`src/rtl/mult_pkg.sv`:
```
// mult_pkg: shared state encoding and default operand width for the sequential multiplier
package mult_pkg;
    typedef enum logic [1:0] {
        IDLE = 2'd0,
        CALC = 2'd1,
        DONE = 2'd2
    } state_t;
    localparam int WIDTH_DEFAULT = 8;
endpackage

```
`src/rtl/cond_negate.sv`:
```
// cond_negate: passes the value through or returns its two's complement when neg is set
module cond_negate #(
    parameter int WIDTH = 8
) (
    input  logic [WIDTH-1:0] value,
    input  logic             neg,
    output logic [WIDTH-1:0] result
);
    assign result = neg ? -value : value;
endmodule

```
`src/rtl/seq_multiplier.sv`:
```
// seq_multiplier: radix-2 shift-add multiplier, one multiplier bit per cycle, signed via sign-magnitude
module seq_multiplier
    import mult_pkg::*;
#(
    parameter int WIDTH = WIDTH_DEFAULT
) (
    input  logic                 clk,
    input  logic                 rst,
    input  logic                 start,
    input  logic                 is_signed,
    input  logic [WIDTH-1:0]     a,
    input  logic [WIDTH-1:0]     b,
    output logic                 busy,
    output logic                 done,
    output logic [2*WIDTH-1:0]   product
);
    localparam int CW = $clog2(WIDTH);
    state_t state, state_nx;
    logic [WIDTH-1:0] mag_a, mag_b, mplier;
    logic [2*WIDTH-1:0] mcand, acc, acc_nx, result;
    logic [CW-1:0] cnt;
    logic neg, last;
    cond_negate #(.WIDTH(WIDTH)) u_mag_a (.value(a), .neg(is_signed & a[WIDTH-1]), .result(mag_a));
    cond_negate #(.WIDTH(WIDTH)) u_mag_b (.value(b), .neg(is_signed & b[WIDTH-1]), .result(mag_b));
    // the final partial product is folded in on the same edge that loads product
    assign acc_nx = acc + (mplier[0] ? mcand : '0);
    cond_negate #(.WIDTH(2*WIDTH)) u_sign (.value(acc_nx), .neg(neg), .result(result));
    assign last = cnt == CW'(WIDTH - 1);
    assign busy = state == CALC;
    assign done = state == DONE;
    always_comb begin
        state_nx = state;
        state_nx = (state == CALC) ? (last ? DONE : CALC) : (start ? CALC : IDLE);
    end
    always_ff @(posedge clk) begin
        if (rst) state <= IDLE;
        else     state <= state_nx;
    end
    always_ff @(posedge clk) begin
        if (rst) begin
            acc     <= '0;
            cnt     <= '0;
            mcand   <= '0;
            mplier  <= '0;
            neg     <= 1'b0;
            product <= '0;
        end else if (state == CALC) begin
            acc    <= acc_nx;
            mcand  <= mcand << 1;
            mplier <= mplier >> 1;
            cnt    <= cnt + 1'b1;
            if (last) product <= result;
        end else if (start) begin
            acc    <= '0;
            cnt    <= '0;
            mcand  <= {{WIDTH{1'b0}}, mag_a};
            mplier <= mag_b;
            neg    <= is_signed & (a[WIDTH-1] ^ b[WIDTH-1]);
        end
    end
endmodule

```
`config.mk`:
```
export PLATFORM = sky130hd
export DESIGN_NAME = seq_multiplier
export DESIGN_NICKNAME = d
export VERILOG_FILES = /design/src/rtl/mult_pkg.sv /design/src/rtl/cond_negate.sv /design/src/rtl/seq_multiplier.sv
export SDC_FILE = /design/constraint.sdc
export NUM_CORES = 1
export LEC_CHECK = 0
export ABC_AREA = 1
export CORE_MARGIN = 2
export CORE_UTILIZATION = 58
export CTS_CLUSTER_SIZE = 25
export DETAILED_ROUTE_END_ITERATION = 8
export PLACE_DENSITY = 0.8
export SYNTH_ARGS = -nofsm -noshare
export SYNTH_HDL_FRONTEND = slang
export SYNTH_SLANG_ARGS = --single-unit
```
`constraint.sdc`:
```
create_clock -name clk -period 7.8 [get_ports clk]
set_input_delay 1.17 -clock clk [delete_from_list [all_inputs] [get_ports clk]]
set_output_delay 1.17 -clock clk [all_outputs]
set_load 0.01 [all_outputs]
```
# Yosys cells after proc, flatten, opt, wreduce, memory -nomap -nowiden
# Cells that the tools add are included.
[totals] ff_bits=62 in_bits=20 out_inout_bits=18 wordCells=41
[op_classes] n_addsub=5 n_eq_ne=3 mux=15 n_bitwise=5 reduce_logical=4
[ops] cell="2-to-1 mux 16 bit" count=6
[ops] cell="adder 16 bit" count=1
[ops] cell="2-to-1 mux 8 bit" count=2
[ops] cell="negation 16 bit" count=1
[ops] cell="negation 8 bit" count=2
[ops] cell="2-to-1 mux 7 bit" count=2
[ops] cell="2-to-1 mux 3 bit" count=2
[ops] cell="2-to-1 mux 2 bit" count=2
[ops] cell="AND reduction 2 bit" count=2
[ops] cell="adder 3 x 1 -> 3 bit, second input constant" count=1
[ops] cell="AND 1 bit" count=3
[ops] cell="equality test 3 bit, second input constant" count=1
[ops] cell="equality test 2 x 1 -> 1 bit, second input constant" count=1
[ops] cell="equality test 2 bit, second input constant" count=1
[ops] cell="nonzero test 2 bit" count=1
[ops] cell="OR reduction 2 bit" count=1
[ops] cell="2-to-1 mux 1 bit" count=1
[ops] cell="inverter 1 bit" count=1
[ops] cell="XOR 1 bit" count=1

# Logic depth before layout (Yosys ltp)
# Gate-level depths: netlist of run 1.
[depth] ltp_word=4 mapped_depth=21 ltp_nobuf=19

# By module
# From an unflattened synthesis of run 1, not the netlist that was laid out.
[unflattened] hier_cells=674 hier_area_um2=4250.3
[modules_own_cells] module="seq_multiplier" n_inst=1 cells_each=510 area_each_um2=3403.3
[modules_own_cells] module="cond_negate at u_sign" n_inst=1 cells_each=86 area_each_um2=456.7
[modules_own_cells] module="cond_negate at u_mag_a ..." n_inst=2 cells_each=39 area_each_um2=195.2

# Least setup slack after synthesis of run 1
# Ideal clock, no wire load.
[synth_timing] path_kind="reg-to-reg" start="reg mplier[0]" end="reg product[12]" arrival_ps=2590 slack_ps=5097 path_stages_with_launch=18 period_less_slack_ps=2703 cell_sequence="dfxtp_1 clkbuf_1 clkbuf_1 nand2_1 inv_1 ha_1 fa_1 inv_1 ha_1 inv_1 nor2_1 nand3_1 nor2_4 nand2_2 o21ai_4 nand3_1 nand3_1 nand2_1"
[synth_between] elab_chain_cells=4
[synth_lines] item="from (decl)" line="seq_multiplier.sv:19" rtl="logic [WIDTH-1:0] mag_a, mag_b, mplier;"
[synth_lines] item="from (signal assigned)" line="seq_multiplier.sv:50" rtl="mplier <= mplier >> 1;"
[synth_lines] item="from (signal assigned)" line="seq_multiplier.sv:57" rtl="mplier <= mag_b;"
[synth_lines] item="2-to-1 mux 16 bit (*)" line="seq_multiplier.sv:26" rtl="assign acc_nx = acc + (mplier[0] ? mcand : '0);"
[synth_lines] item="adder 16 bit (*)" line="seq_multiplier.sv:26"
[synth_lines] item="negation 16 bit" line="cond_negate.sv:9" rtl="assign result = neg ? -value : value;"
[synth_lines] item="2-to-1 mux 16 bit (*)" line="cond_negate.sv:9"
[synth_lines] item="to (signal assigned)" line="seq_multiplier.sv:52" rtl="if (last) product <= result;"
[synth_lines] item="to (decl)" line="seq_multiplier.sv:15" rtl="output logic [2*WIDTH-1:0] product"
# Mark *: on every way between the ends. The rest lies on a longest branch, timed or not.
# A chain may end at the register's enable or synchronous reset.

# Worst setup path after layout of run 1
[layout_timing] start="reg state[1]" end="out busy"
[layout_between] elab_chain_cells=1
[layout_lines] item="from (decl)" line="seq_multiplier.sv:18" rtl="state_t state, state_nx;"
[layout_lines] item="from (signal assigned)" line="seq_multiplier.sv:37" rtl="else state <= state_nx;"
[layout_lines] item="equality test 2 x 1 -> 1 bit" line="seq_multiplier.sv:29" rtl="assign busy = state == CALC;"
[layout_lines] item="to (decl)" line="seq_multiplier.sv:13" rtl="output logic busy,"
# Every way passes these cells.

==> results_dict.tcl, run 1 <==
set metrics [dict create \
    status "finished, final reports clean" \
    cellLeakagePower_nw 2.41 \
    worstMarginPinSlew_ns 0.916 \
    syn2layout_area_growth_pct 15.3 \
    gp_congestion 0.896 \
    slew_viol_final 0 \
    required_ns 6.63 \
    yosys-top-cells-area "dfxtp_1 (30%), nand2_1 (22%), inv_1 (7.6%)" \
    grt_pass1_vias 3972 \
    ctsHoldBuffers 0 \
    cts_repair_resize_count 0 \
    fillers 605 \
    reg2reg_from "mplier[0]" \
    power_density_nw_per_um2 152 \
    grt_setup_unrepaired "no" \
    setup_ws_ns 4.49 \
    syn_nets 715 \
    max_cap_viol_count 0 \
    antenna_found_initial 0 \
    overflow 0 \
    arrival_ns 2.14 \
    drc 0 \
    grtUsageMet2_pct 44.6 \
    syn_avg_cell_area_sq_um 6.18 \
    grtUsageMet3_pct 4.76 \
    ys.flop_type "dfxtp_1" \
    yosysTopAreaCell "dfxtp_1" \
    ctsLongestPathBuffers 2 \
    die_h_um 88.8 \
    htreeDepth 3 \
    max_slew_margin_pct 38.7 \
    insertion_delay_ns 0.36 \
    synth-seq-cells 62 \
    setup_tns_ns 0 \
    clockRootBuffer "clkbuf_8" \
    start_util_pct 60.7 \
    place_hpwl_um 7550 \
    critical_path.slowest_cell "clkdlybuf4s50_1" \
    post-place-cells 789 \
    hold_viol_final 0 \
    post-place-ws_ns 4.69 \
    yosysWarnings 0 \
    fin_util_pct 69.9 \
    gr-usage-met1_pct 36.7 \
    crit_start "state[1]" \
    synth.distinct_cells 38 \
    core_area_sq_um 6870 \
    cp_slowest_stage_delay_ns 0.67 \
    first_pass_iters 4 \
    worst_ir_drop_vdd_v 0.000113 \
    setup_viol 0 \
    synth_edf_count 0 \
    cp-end-kind "output port" \
    fin_crit_sh_pct 42.4 \
    postCtsSetupRepairBufs 0 \
    antennaDiodeCount 0 \
    wl_um 10200 \
    crit_family "buffers and inverters" \
    stdcell_count 804 \
    synth_top_area_share_pct 29.8 \
    die-area_sq_um 7880 \
    cts_buffers 9 \
    cts_tree "yes" \
    syn_area_sq_um 4170 \
    path_buf_inv 3 \
    crit_path_max_fanout 46 \
    max_clock_freq_mhz 302 \
    critPathLaunchType "flop" \
    drive_gt1_share_pct 8.47 \
    grt_max_degree 47 \
    ios 38 \
    synthCells 674 \
    wl_per_cell_um 12.6 \
    dr_total_vias 4237 \
    min_from "product[13]" \
    worstSetupPathType "flop to output port" \
    portBuffers 37 \
    rows 30 \
    clkSinkCount 62 \
    ant_nets 0 \
    finalPower_mw 0.729 \
    skew_ns 0.0184 \
    clk_pin_slew_worst_paths_ns 0.09 \
    drtIter0Drc 247 \
    final_nets 745 \
    hp-class "flop to flop" \
    die_w_um 88.8 \
    viasPerCell 5.27 \
    grt_pass1_wl_um 17200 \
    async_reset_ff_share_pct 0 \
    path_cells "inv_1, nand2_1, inv_2, clkdlybuf4s50_1" \
    grt_usage_pct 28.0 \
    top_usage_layer "met2" \
    min_period_ns 3.31 \
    yosysSeqAreaShare_pct 29.8 \
]
-- per-layer routing --
layer / up-vias / share of wire (%)
met4: 0 / 2.6
met1: 1888 / 47
li1: 2201 / -
met2: 121 / 45
met3: 27 / 4.9
met5: - / 0
-- area by class of cell --
cell class | count | area (sq um) | area share, %
Multi-Input combinational cell | 499 | 2500 | 52.0
Timing Repair Buffer | 39 | 385 | 8.02
Inverter | 93 | 349 | 7.27
Clock buffer | 9 | 124 | 2.58
Tap cell | 96 | 120 | 2.50
Sequential cell | 62 | 1240 | 25.8
Clock inverter | 6 | 87.6 | 1.82
-- kinds of logic (layout without fill, tap and decap cells) --
family	after synthesis	in the layout	synth area share (%)
flip-flops	62	62	29.8
XOR/XNOR	9	9	1.89
AO/OA/AOI/OAI	84	84	11.4
buffers and inverters	113	147	10.4
adder cells (fa/ha/maj)	21	21	6.48
AND/OR/NAND/NOR	385	385	40.0
-- state kept, by name (all words and copies together), names as in the netlist --
register / cells
acc: 16
cnt: 3
mcand: 16
mplier: 8
neg: 1
product: 16
state: 2
-- tightest hold or removal path, delay by kind of cell (launching register included) --
kind,cells,cell delay (ns)
simple gates,2,0.10
flops,1,0.32
-- per-stage QoR --
stage / hold WS (ns) / instance area, sq um
after floorplan: 0.432 / 4170
after global placement: 0.437 / 4590
after detailed placement: 0.445 / 4590
after CTS: 0.458 / 4800
after global routing: 0.471 / 4800
final: 0.458 / 4800
-- worst paths after layout --
| path | to | slack [ns] | cells past startpoint |
|---|---|---|---|
| setup reg to reg | product[12] | 4.72 | 15 |
| setup / recovery | busy | 4.49 | 4 |
| hold reg to reg | product[13] | 0.46 | 2 |
| hold / removal | product[13] | 0.46 | 2 |
-- placed cells by master, fill, tap and decap left out, types with 2 or more instances in the layout --
master and count:
a21oi_1 42, a22o_1 3, a31oi_1 12, and2_1 2, buf_4 2, bufinv_16 2, clkbuf_8 9, clkdlybuf4s50_1 37
clkinvlp_4 3, dfxtp_1 62, ha_1 20, inv_1 84, inv_2 8, nand2_1 248, nand2_2 14, nand3_1 56
nand3_2 6, nand4_1 5, nor2_1 33, nor2_2 8, nor2_4 2, nor3_1 5, o211ai_1 2, o21ai_0 17
o21ai_1 2, o21bai_1 2, or2_2 2, xor2_1 8
-- power breakdown --
| part | total (mW) | internal (mW) | switching [mW] |
|---|---|---|---|
| clock network | 0.320 | 0.177 | 0.143 |
| registers | 0.332 | 0.324 | 0.00867 |
| logic | 0.0761 | 0.0285 | 0.0477 |
-- synth_stat cells, types with 2 or more instances --
master and n:
dfxtp_1 62, nand4_1 5, and2_1 2, a22o_1 3, nor2_4 2, buf_1 2, inv_1 84, o21ai_1 2
inv_2 8, o21bai_1 2, o211ai_1 2, a31oi_1 12, nor2_1 34, clkbuf_1 16, nor3_1 5, nand2_1 248
nor2_2 7, nand2_2 14, ha_1 20, xor2_1 8, nand3_2 6, o21ai_0 17, nand3_1 56, or2_2 2
a21oi_1 42
Note: power is estimated with default switching activity, not from simulation.
==> run 2, diff against run 1 <==
clock period = 3.3 ns   (was 7.8 ns; I/O delays follow)
==> results_dict.tcl, run 2 (synthesized netlist as in run 1, its figures left out) <==
set metrics [dict create \
    hp-class "flop to flop" \
    skew_ns 0.0133 \
    die_w_um 88.8 \
    slew_viol_final 0 \
    clk_pin_slew_worst_paths_ns 0.07 \
    worstMarginPinSlew_ns 1.12 \
    crit_path_max_fanout 6 \
    first_pass_iters 5 \
    final_nets 748 \
    antenna_found_initial 0 \
    syn2layout_area_growth_pct 15.1 \
    start_util_pct 60.7 \
    die-area_sq_um 7880 \
    fin_crit_sh_pct 77.7 \
    arrival_ns 2.79 \
    viasPerCell 5.31 \
    grt_max_degree 37 \
    clockRootBuffer "clkbuf_8" \
    cp_slowest_stage_delay_ns 0.48 \
    power_density_nw_per_um2 337 \
    min_period_ns 2.56 \
    htreeDepth 3 \
    hold_viol_final 0 \
    drtIter0Drc 288 \
    ctsHoldBuffers 0 \
    drive_gt1_share_pct 8.57 \
    ios 38 \
    place_hpwl_um 7800 \
    rows 30 \
    status "finished, final reports clean" \
    critPathLaunchType "flop" \
    max_cap_viol_count 0 \
    cellLeakagePower_nw 2.42 \
    wl_per_cell_um 12.6 \
    cts_buffers 9 \
    path_cells "nand2_1, inv_1, ha_1, fa_1, xor2_1, nor2_1, nand2_1, nor2_4, nand3_2, nor2_2, nand3_1, nand2_1, nand2_1, nand3_1, nand2_1" \
    cts_tree "yes" \
    setup_tns_ns 0 \
    core_area_sq_um 6870 \
    clkSinkCount 62 \
    setup_viol 0 \
    grt_pass1_wl_um 17000 \
    path_buf_inv 1 \
    max_clock_freq_mhz 390 \
    ctsLongestPathBuffers 2 \
    ant_nets 0 \
    max_slew_margin_pct 25.4 \
    cp-end-kind "flop" \
    antennaDiodeCount 0 \
    drc 0 \
    layout_common_cells "nand2_1 (248), inv_1 (84), dfxtp_1 (62), nand3_1 (56), a21oi_1 (42)" \
    grt_pass1_vias 3840 \
    grt_setup_unrepaired "no" \
    die_h_um 88.8 \
    cts_repair_resize_count 0 \
    gp_congestion 0.943 \
    worst_ir_drop_vdd_v 0.000286 \
    crit_family "simple AND/OR/NAND/NOR gates" \
    r2r_slack_ns 0.74 \
    final_common_cell "nand2_1" \
    wl_um 10200 \
    register_area_sq_um 1240 \
    crit_top_cell "nand2_1" \
    placed_area_sq_um 4610 \
    worstSetupPathType "flop to flop" \
    required_ns 3.53 \
    stdcell_area_sq_um 4800 \
    grt_usage_pct 27.1 \
    reg_top3 "acc: 16 flops, mcand: 16 flops, product: 16 flops" \
    overflow 0 \
    portBuffers 37 \
    fillers 628 \
    postCtsSetupRepairBufs 0 \
    critical_path.slowest_cell "fa_1" \
    multi_input_area_sq_um 2500 \
    dr_total_vias 4290 \
    insertion_delay_ns 0.34 \
]
-- run 2: cell types whose count changed in the layout (fill, tap and decap cells not counted) --
cell / change
clkinvlp_4: -2
bufinv_16: -1
clkbuf_1: +3
buf_4: +3
clkinv_2: +1
-- run 2: final cells by class --
cell class	instances	area share, %
Multi-Input combinational cell	499	52.0
Sequential cell	62	25.9
Timing Repair Buffer	42	8.50
Inverter	93	7.28
Clock buffer	12	2.82
Tap cell	96	2.50
Clock inverter	4	0.991
-- run 2: worst register-to-register path, delay by kind of cell, from the launching register on --
kind,cells,cell delay [ns]
xor gates and xnor gates,1,0.25
adders and majority gates,2,0.71
DFF,1,0.36
and+or+nand+nor,11,1.10
buffers and inverters,1,0.04
-- run 2: stage by stage --
step	cells	utilization, %	power [mW]	worst slack, ns	hold slack [ns]
2_1_floorplan	674	-	0.917	0.597	0.432
3_3_place_gp	792	67.2	0.978	0.797	0.437
3_5_place_dp	792	67.2	0.983	0.753	0.443
4_1_cts	808	69.8	1.63	0.746	0.456
5_1_grt	808	69.8	1.68	0.458	0.470
6_report	808	69.8	1.61	0.737	0.452
-- run 2: final timing paths --
kind,start,endpoint,cells past startpoint
worst max-delay path,mplier[0],product[11],15
worst min-delay path,product[10],product[10],2
worst max register to register,mplier[0],product[11],15
worst min register to register,product[10],product[10],2
-- run 2: report_power, final --
part	total, mW	switching [mW]	internal (mW)
Sequential	0.782	0.0169	0.765
Combinational	0.186	0.116	0.0702
Clock	0.646	0.299	0.347
-- run 2: routing by layer --
| metal | share of wire, % | track usage (%) | wire length (um) |
|---|---|---|---|
| met5 | 0 | 0 | 0 |
| met4 | 1.8 | 9.09 | 178 |
| met1 | 45 | 34.4 | 4620 |
| met3 | 5.4 | 5.50 | 544 |
| met2 | 47 | 45.9 | 4820 |
==> run 3, diff against run 2 <==
clock period = 2.4 ns   (was 3.3 ns; I/O delays follow)
==> results_dict.tcl, run 3 (synthesized netlist as in run 1, its figures left out) <==
set metrics [dict create \
    critical_path.slowest_cell "fa_2" \
    clockPowerShare_pct 43.4 \
    final_common_cell "nand2_1" \
    placed_area_sq_um 4730 \
    crit_path_max_fanout 5 \
    path_buf_inv 2 \
    grt_pass1_wl_um 17100 \
    intPower_mw 1.76 \
    wl_per_cell_um 13.5 \
    max_slew_margin_pct 63.6 \
    rows 30 \
    path_cells "buf_6, nand2_2, inv_2, fa_2, xor2_4, nor2_4, nand2_2, nor2_4, nand2_2, nor2_2, nand3_1, nand2_1, nand3_2, nand3_2, nand2_1" \
    reg2reg_from "mplier[0]" \
    core_area_sq_um 6870 \
    skew_ns 0.0161 \
    cts_tree "yes" \
    antenna_found_initial 0 \
    antennaDiodeCount 0 \
    switching_share_pct 27.5 \
    hp-class "flop to flop" \
    fillers 540 \
    cts_buffers 9 \
    min_to "product[14]" \
    layout_common_cells "nand2_1 (226), inv_1 (79), dfxtp_1 (60), nand3_1 (46), a21oi_1 (39)" \
    fin_crit_sh_pct 98.9 \
    rr_endpoint "product[15]" \
    clkSinkCount 62 \
    crit_top_cell "nand2_2" \
    required_ns 2.66 \
    stdcell_area_sq_um 5360 \
    portBuffers 37 \
    max_clock_freq_mhz 422 \
    crit_family "simple AND/OR/NAND/NOR gates" \
    cp_slowest_stage_delay_ns 0.45 \
    insertion_delay_ns 0.35 \
    grt_usage_pct 27.7 \
    worstSetupPathType "flop to flop" \
    die_h_um 88.8 \
    switching_power_mw 0.667 \
    ant_nets 0 \
    viasPerCell 5.40 \
    start_util_pct 60.7 \
    die-area_sq_um 7880 \
    reg_top3 "acc: 16 flops, mcand: 16 flops, product: 16 flops" \
    ios 38 \
    die_w_um 88.8 \
    syn2layout_area_growth_pct 28.7 \
    grt_setup_unrepaired "yes" \
    hold_viol_final 0 \
    setup_viol 0 \
    worst_ir_drop_vdd_v 0.000355 \
    drive_gt1_share_pct 20.2 \
    dr_total_vias 4472 \
    r2r_slack_ns 0.03 \
    critPathLaunchType "flop" \
    ctsLongestPathBuffers 2 \
    clockRootBuffer "clkbuf_8" \
    min_period_ns 2.37 \
    r2r_cells 15 \
    drtIter0Drc 232 \
    combPwrFrac_pct 12.6 \
    worstMarginPinSlew_ns 0.546 \
    post-place-ws_ns -0.0362 \
    htreeDepth 3 \
    crit_start "mplier[0]" \
    cellLeakagePower_nw 2.56 \
    clk_pin_slew_worst_paths_ns 0.09 \
    multi_input_area_sq_um 2840 \
    register_area_sq_um 1250 \
    setup_ws_ns 0.0276 \
    place_hpwl_um 7880 \
    grt_max_degree 30 \
    status "finished, final reports clean" \
    ctsHoldBuffers 0 \
    final_nets 768 \
    cp-end-kind "flop" \
    first_pass_iters 5 \
    max_cap_viol_count 0 \
    drc 0 \
    gp_congestion 0.964 \
    min_from "product[14]" \
    min_path_cells 2 \
    power_frac_seq_pct 44.0 \
    grt_pass1_vias 3949 \
    slew_viol_final 0 \
    arrival_ns 2.63 \
    fin_util_pct 78.1 \
    power_density_nw_per_um2 453 \
    wl_um 11200 \
    overflow 0 \
]
run 3: power by group through the flow:
stage	clock network, mW	logic (mW)	registers [mW]
final	1.05	0.305	1.07
after global routing	1.10	0.333	1.07
after CTS	1.06	0.274	1.07
after detailed placement	0	0.272	1.09
after global placement	0	0.267	1.09
after floorplan	0	0.178	1.09
run 3: per-layer routing:
layer	track usage (%)	share of wire [%]	vias to the layer above
met5	0	0	-
met4	9.92	1.4	0
met3	3.36	4.8	20
met2	46.8	49	146
met1	36.3	45	2065
li1	-	-	2241
run 3: worst register-to-register path, delay by kind of cell, from the launching register on:
kind          cells  cell delay (ns)
simple gates     11             1.09
fa+ha+maj         1             0.45
buf+inv           2             0.18
flops             1             0.36
xor+xnor          1             0.21
run 3: final cells by class:
cell class / instances / share of cell area, %
Tap cell: 96 / 2.24
Timing Repair Buffer: 62 / 10.8
Multi-Input combinational cell: 499 / 53.0
Sequential cell: 62 / 23.2
Clock buffer: 9 / 2.31
Inverter: 93 / 6.51
Clock inverter: 7 / 1.84
run 3: worst max-delay path by stage:
stage | end | cells past startpoint | slack [ns]
final | product[15] | 15 | 0.03
after global routing | product[15] | 15 | -0.1
after CTS | product[12] | 15 | 0.01
after detailed placement | product[12] | 15 | -0.04
after global placement | product[12] | 15 | -0.003
after floorplan | product[12] | 17 | 0.003
run 3: stage by stage:
stage          std cells  hold slack (ns)  setup TNS [ns]  power [mW]
6_report             828            0.454               0        2.43
5_1_grt              828            0.467          -0.339        2.51
4_1_cts              819            0.455               0        2.40
3_5_place_dp         803            0.439         -0.0957        1.36
3_3_place_gp         803            0.430        -0.00467        1.36
2_1_floorplan        674            0.432               0        1.27
run 3: timing repair:
| item | in CTS | in global routing |
|---|---|---|
| buffers inserted | 0 | 9 |
| resized for setup | 3 | 73 |
| endpoints found under the setup margin | 4 | 11 |
| pin swaps | 0 | 25 |
==> patch, RTL diff (flow settings as in run 3) <==
The package constant `WIDTH_DEFAULT` goes from 8 to 16.
--- a/src/rtl/mult_pkg.sv
+++ b/src/rtl/mult_pkg.sv
@@ -6,5 +6,5 @@
         DONE = 2'd2
     } state_t;
-    localparam int WIDTH_DEFAULT = 8;
+    localparam int WIDTH_DEFAULT = 16;
 endpackage
 
Interface: changed (resized a, b and product); port bits go from 38 to 70. The function was not compared with the original's and may differ.
==> patch against run 3 <==
  * Synthesized area up 100%
  * The run now ends with setup timing left
  * Highest routed layer unchanged
  * Largest cell class unchanged
  * Sequential cell count is 57 higher
  * Total power is 120% higher
  * Routed wire length grew to 2.9 times the old value
  * Final cell count up 130%
  * Worst setup slack worse by 0.68 ns
  * Design area increased by 130%
==> patch: results (changes against run 3) <==
* Post-synthesis sequential area ratio at 27.9% (-1.8 points)
* Routability-driven placement congestion ratio at 0.992 (+3.0%)
* Number of port buffers at 69 (+86%)
* Wirelength per Cell at 17.3 um (+28%)
* Vias in the first global route at 10200 (+160%)
* Share of post-route cells with drive strength above 1 at 27.3% (+7.1 points)
* Dpl hpwl at 20400 um (+160%)
* First drt pass iteration count at 6 (+1)
* Largest net degree at the start of global routing at 53 (+77%)
* Setup TNS at -12.76 ns (-12.76 ns)
* CP arrival at 3.42 ns (+0.79 ns)
* DRT Wirelength at 32400 um (+190%)
* Pwr per Cell Area at 447 mW/mm^2 (-1.3%)
* Area contributors post-synth: dfxtp_1, nand2_1, inv_1
* # setup viols final at 36 (+36)
* H-tree level count at 4 (+1)
* Total CTS buffers at 17 (+8)
* Fin nets at 1751 (+130%)
* Vias after detailed routing at 10900 (+140%)
* HP Class: input port to flop
* Worst setup margin at -0.657 ns (-0.685 ns)
* Clk_skew at 0.00756 ns (-0.00855 ns)
* Filler cells at 870 (+61%)
* Worst-Skew Late Latency at 0.43 ns (+0.08 ns)
* Failing checks: setup timing
* Leakage power at 5.94 nW (+130%)
* First DRT Iteration DRCs at 1361 (+490%)
* Top cells by count, synth: nand2_1, inv_1, dfxtp_1
* Gate Count Post-Synth at 1447 (+110%)
* Cell variety after synth at 40 (+5.3%)
* Top Registers: acc x32, mcand x32, product x32
* Total Routing Usage GR at 37.9% (+10 points)
* Outcome: complete, but fails checks
* Pre-CTS setup slack at -0.568 ns (-0.531 ns)
* Root Driver: clkbuf_16
* Slew @ Worst Pin at 0.688 ns (+0.143 ns)
* Dpl cell area at 0.0106 mm^2 (+120%)
* First-pass GRT wire length at 48900 um (+190%)
* Clk slew on worst S/H paths at 0.06 ns (-0.03 ns)
* Maximum vdd ir drop at 0.000474 V (+33%)
* Syn_nets at 1519 (+110%)
patch: final timing paths:
check	start	endpoint	slack, ns	cells past startpoint
worst min register to register	product[31]	product[31]	0.46	2
worst max-delay path	mplier[0]	product[30]	-0.66	21
worst max register to register	mplier[0]	product[30]	-0.66	21
worst min-delay path	rst	product[10]	0.43	4
patch: final cells by class:
cell class,instances,share of cell area [%]
multi-input combinational,1089,49.9
sequential,119,19.6
timing repair buffer,258,17.9
inverter,194,5.99
clock buffer,22,3.89
tap,184,1.89
clock inverter,9,0.821
patch: critical path: stages (launching register included):
cell and delay [ns]:
dfxtp_4 0.37, nand2_2 0.07, inv_2 0.07, ha_4 0.15, fa_2 0.46, inv_2 0.11, buf_6 0.10, ha_4 0.11
inv_2 0.04, nor2_4 0.09, nand3_2 0.13, nor2_4 0.12, nand2_2 0.10, nor2_4 0.18, nand3_4 0.16, nor2_2 0.15
nand3_2 0.15, nand2_2 0.15, nand2_1 0.07, nand2_1 0.06, nand3_1 0.07, nand2_1 0.08
patch: report_power, final:
part	switching (W)	internal [W]
sequential	0.0000447	0.00202
combinational	0.000484	0.000357
clock	0.000949	0.00159
patch: metal layers:
layer / share of wire [%] / track usage (%) / vias to the layer above
met1: 39 / 49.5 / 4936
li1: - / - / 5056
met2: 45 / 63.6 / 716
met5: 0 / 0 / -
met3: 10 / 5.82 / 202
met4: 6.0 / 13.9 / 0
patch: cell families (layout without fill, tap and decap cells):
kind of cell,Yosys count,after routing,synth area share (%)
compound gates,197,197,12.7
xor+xnor,11,11,1.13
fa+ha+maj,36,36,5.37
buf+inv,239,483,10.6
flops,119,119,27.9
simple gates,845,845,42.3
patch: repair_timing:
action / in CTS / in global routing
setup buffers: 12 / 8
pin swaps: 44 / 13
endpoints found under the setup margin: 36 / 47
gates resized for setup: 130 / 80
